### config.mk
export PLATFORM = sky130hd
export DESIGN_NAME = seq_detect_n
export DESIGN_NICKNAME = d
export VERILOG_FILES = /design/src/rtl/seq_detect_n.sv
export SDC_FILE = /design/constraint.sdc
export NUM_CORES = 1
export LEC_CHECK = 0
export CORE_MARGIN = 1
export CORE_UTILIZATION = 38
export CTS_CLUSTER_SIZE = 8
export DETAILED_ROUTE_END_ITERATION = 10
export PLACE_DENSITY = 0.82
export RECOVER_POWER = 25
export REMOVE_ABC_BUFFERS = 1
export SKIP_LAST_GASP = 1
export SLEW_MARGIN = 20
export SYNTH_ARGS = -nofsm -noshare
export SYNTH_HDL_FRONTEND = slang
export SYNTH_SLANG_ARGS = --single-unit
### constraint.sdc
create_clock -name clk -period 1.4 [get_ports clk]
set_input_delay 0.35 -clock clk [delete_from_list [all_inputs] [get_ports clk]]
set_output_delay 0.35 -clock clk [all_outputs]
set_load 0.03 [all_outputs]
### src/rtl/seq_detect_n.sv
// rtl/seq_detect_n.sv - runtime-loadable serial pattern detector with overlap select; optional match counter under SEQDET_CNT_EN
module seq_detect_n #(
  parameter int PAT_W = 4,
  parameter int CNT_W = 8,
  parameter logic [PAT_W-1:0] RESET_PAT = PAT_W'(4'b1010)
) (
  input  logic             clk,
  input  logic             rst,
  input  logic             in,
  input  logic             in_valid,
  input  logic             overlap,
  input  logic             pat_load,
  input  logic [PAT_W-1:0] pattern,
  input  logic             cnt_clr,
  output logic             z,
  output logic [CNT_W-1:0] match_cnt
);

  localparam int FW = $clog2(PAT_W + 1);
  localparam logic [FW-1:0] FULL = FW'(PAT_W);

  logic [PAT_W-1:0] pat_q;
  logic [PAT_W-1:0] hist;
  // fill is the detector state: 0..PAT_W-1 collecting, PAT_W primed
  logic [FW-1:0]    fill;
  logic [PAT_W-1:0] h_next;
  logic [FW-1:0]    f_next;
  logic             hit;

  // next history/fill and match decode; a load edge never produces a match
  always_comb begin
    h_next = {hist[PAT_W-2:0], in};
    f_next = (fill == FULL) ? FULL : fill + 1'b1;
    hit    = in_valid && !pat_load && (f_next == FULL) && (h_next == pat_q);
  end

  // pattern register, history, fill level and registered match pulse
  always_ff @(posedge clk) begin
    if (!rst) begin
      pat_q <= RESET_PAT;
      hist  <= '0;
      fill  <= '0;
      z     <= 1'b0;
    end else if (pat_load) begin
      pat_q <= pattern;
      hist  <= '0;
      fill  <= '0;
      z     <= 1'b0;
    end else if (in_valid) begin
      hist <= h_next;
      // non-overlap restarts collection so the next match needs fresh bits
      fill <= (hit && !overlap) ? '0 : f_next;
      z    <= hit;
    end else begin
      z <= 1'b0;
    end
  end

`ifdef SEQDET_CNT_EN
  localparam logic [CNT_W-1:0] CNT_MAX = '1;
  logic [CNT_W-1:0] cnt;

  // saturating match counter; a clear on a match edge counts that match
  always_ff @(posedge clk) begin
    if (!rst) begin
      cnt <= '0;
    end else if (cnt_clr) begin
      cnt <= hit ? CNT_W'(1) : '0;
    end else if (hit && (cnt != CNT_MAX)) begin
      cnt <= cnt + 1'b1;
    end
  end

  assign match_cnt = cnt;
`else
  logic unused_cnt_clr;
  assign unused_cnt_clr = cnt_clr;
  assign match_cnt = '0;
`endif

endmodule

==> flow_summary.ini, run 1 <==
[floorplan]
die-area_mm2 = 0.00168
die_w_um = 41
fp.coreArea_mm2 = 0.00135
initial_utilization_pct = 42.8
rows = 13
die_h_um = 41
io_pins = 20

[power]
power.leakage_nw = 0.351
power.density_mw_per_mm2 = 865
irDropWorstVdd_uv = 521

[final_layout]
drive_above_1_share_pct = 22.5
area_delta_synth_final_pct = 31.4
stdcell_count = 95
diodes = 0
nets = 94

[detailed_routing]
dr.pass1.iters = 4
via_per_inst = 4.63
drc = 0
wl_per_cell_um = 10.8
drt_iter0_drc = 3
wl_um = 1020
final_antenna_net_count = 0
vias = 440

[sta]
setup_ws_ns = 0.0154
setup_tns_ns = 0
fin_skew_ns = 0.00619
fmax_mhz = 722
slew_viol_final = 0
min_period_ns = 1.38
holdWs_ns = 0.493
setup_violations = 0
hold_viol_final = 0
timing.final.crit_share_pct = 98.9
grt_setup_unrepaired = yes

[clocking]
cts_sinks = 11
cts_hold_buf = 0
postCtsSetupBuffers = 0
root_buffer = clkbuf_4
cts_htree_levels = 1
clk_path_buf_depth = 2
cts_buffers = 3
cts.clk_slew.worst_paths_ns = 0.07
cts_tree = done
clkLatencyLatePin_ns = 0.26

[min_path]
hold_class = reg2reg

[logic_synthesis]
synth.top_cells.by_count = dfxtp_1 (11), mux2i_1 (9), buf_4 (8)
seq_area_frac_synth_pct = 38.1
avgSynthCellArea_um2 = 9.48
ys.flop_type = dfxtp_1
yosys-top-cells-area = dfxtp_1 (38%), mux2i_1 (16%), buf_4 (10%)
async_flop_share_pct = 0
yosysMostFrequentCell = dfxtp_1
synth_cell_types = 21
yosys_warnings = 0
synth_cells = 61
syn_area_um2 = 578
synth_edf_count = 0
synthDominantAreaCellType = dfxtp_1
ys_ff_latch = 11
synth_top_area_share_pct = 38.1

[setup_path]
slowest_stage = or3_4
required_ns = 1.55
cp_data_arrival_time_ns = 1.53
cp-start-kind = register
r2r_slack_ns = 0.02
path_class = reg2reg
path_cells = inv_2 -> ha_4 -> or3_4 -> o31a_1
max_stage_delay_ns = 0.36
end_kind = register
crit_fanout = 2

[global_route]
grt_pass1_wl_um = 1700
grt_overflow = 0
gr-usage-all-layers_pct = 16.3
grt_max_degree = 7
grt_pass1_vias = 419
antenna_found_initial = 0

[placement]
gp_congestion = 0.723
dp_hpwl_um = 820
portBuffers = 10
dp.cells = 91
pre_cts_ws_ns = -0.373

[outcome]
status = finished, final reports clean

[job]
maxCapViolCount = 0
[power by group]
part           internal, W  total, W  switching, W
registers         0.000323  0.000330    0.00000716
clock network     0.000110  0.000206     0.0000962
logic            0.0000575  0.000120     0.0000629
total             0.000491  0.000657      0.000166
[area by class of cell]
class,count,area (um^2)
clock buffers,4,26.3
fillers,136,591
inverters,3,11.3
multi-input cells,44,327
flip-flops and latches,11,223
well taps,15,18.8
repair buffers,18,154
[path summary, 6_finish.rpt]
path | endpoint | cells past startpoint | from
worst min register to register | pat_q[1]$_SDFFE_PN1P_ | 2 | pat_q[1]$_SDFFE_PN1P_
worst max-delay path | fill[2]$_SDFFE_PP0P_ | 4 | fill[1]$_SDFFE_PP0P_
worst max register to register | fill[2]$_SDFFE_PP0P_ | 4 | fill[1]$_SDFFE_PP0P_
worst min-delay path | pat_q[1]$_SDFFE_PN1P_ | 2 | pat_q[1]$_SDFFE_PN1P_
[registers in the layout (all words and copies together) (netlist names)]
register  count
z             1
pat_q         4
hist          3
fill          3
[layout by cell type, fill, tap and decap left out]
| master | netlist | layout |
|---|---|---|
| and4b_1 | 1 | 1 |
| or3_4 | 0 | 1 |
| nor3_1 | 2 | 2 |
| ha_4 | 0 | 1 |
| or4_4 | 1 | 1 |
| xor2_1 | 4 | 4 |
| buf_4 | 8 | 7 |
| dfxtp_1 | 11 | 9 |
| dfxtp_2 | 0 | 2 |
| clkbuf_4 | 0 | 3 |
| dlygate4sd2_1 | 0 | 2 |
| conb_1 | 1 | 8 |
| inv_2 | 0 | 2 |
| a21oi_1 | 2 | 1 |
| a21oi_2 | 0 | 1 |
| a21o_1 | 1 | 1 |
| clkbuf_1 | 2 | 2 |
| nor2b_1 | 2 | 2 |
| nand3b_1 | 1 | 1 |
| o2111ai_1 | 1 | 1 |
| nand2b_1 | 1 | 1 |
| o31a_1 | 1 | 1 |
| inv_1 | 3 | 1 |
| ha_1 | 2 | 1 |
| mux2i_1 | 9 | 9 |
| nand2_1 | 2 | 2 |
| clkdlybuf4s50_1 | 0 | 8 |
| nor2_1 | 5 | 5 |
[logic make-up (layout without fill, tap and decap cells)]
group / after synthesis / in the layout / share of synthesized area (%)
flip-flops: 11 / 11 / 38.1
AND/OR/NAND/NOR: 16 / 16 / 15.6
XOR/XNOR: 4 / 4 / 6.06
buffers and inverters: 13 / 25 / 13.6
multiplexers: 9 / 9 / 15.6
adder cells (fa/ha/maj): 2 / 2 / 4.33
other: 1 / 8 / 0.649
AO/OA/AOI/OAI: 5 / 5 / 6.06
[critical path, delay by kind of cell, from the launching register on]
family                   cells  cell delay [ns]
adder cells (fa/ha/maj)      1             0.23
buffers and inverters        1             0.05
flip-flops                   1             0.33
AO/OA/AOI/OAI                1             0.30
AND/OR/NAND/NOR              1             0.36
[per-stage QoR]
step,cell area (um^2),util (%),power (W)
after floorplan,537,-,0.000398
after global placement,716,53.0,0.000452
after detailed placement,716,53.0,0.000454
after CTS,757,56.1,0.000665
after global routing,759,56.3,0.000700
final,759,56.3,0.000657
[per-layer routing]
layer	track usage, %	wire (um)	vias to the layer above
met5	0	0	-
met2	28.1	554	16
met4	12.5	8	0
met1	17.2	414	195
li1	-	-	227
met3	3.26	45	2
[timing repair]
| item | in CTS | in global routing |
|---|---|---|
| setup endpoints to repair | 2 | 1 |
| resized for setup | 8 | 2 |
| endpoints found under the hold margin | 0 | 0 |
| pin swaps | 3 | 0 |
No activity file was read; power rests on OpenSTA's default activity.
==> inputs of run 2 (changes only) <==
--- a/config.mk
+++ b/config.mk
@@ -5,6 +5,7 @@
 export SDC_FILE = /design/constraint.sdc
 export NUM_CORES = 1
 export LEC_CHECK = 0
+export CAP_MARGIN = 20
 export CORE_MARGIN = 1
 export CORE_UTILIZATION = 38
 export CTS_CLUSTER_SIZE = 8
==> results of run 2 <==
Final layout, timing and power as in run 1 (identical DEF).
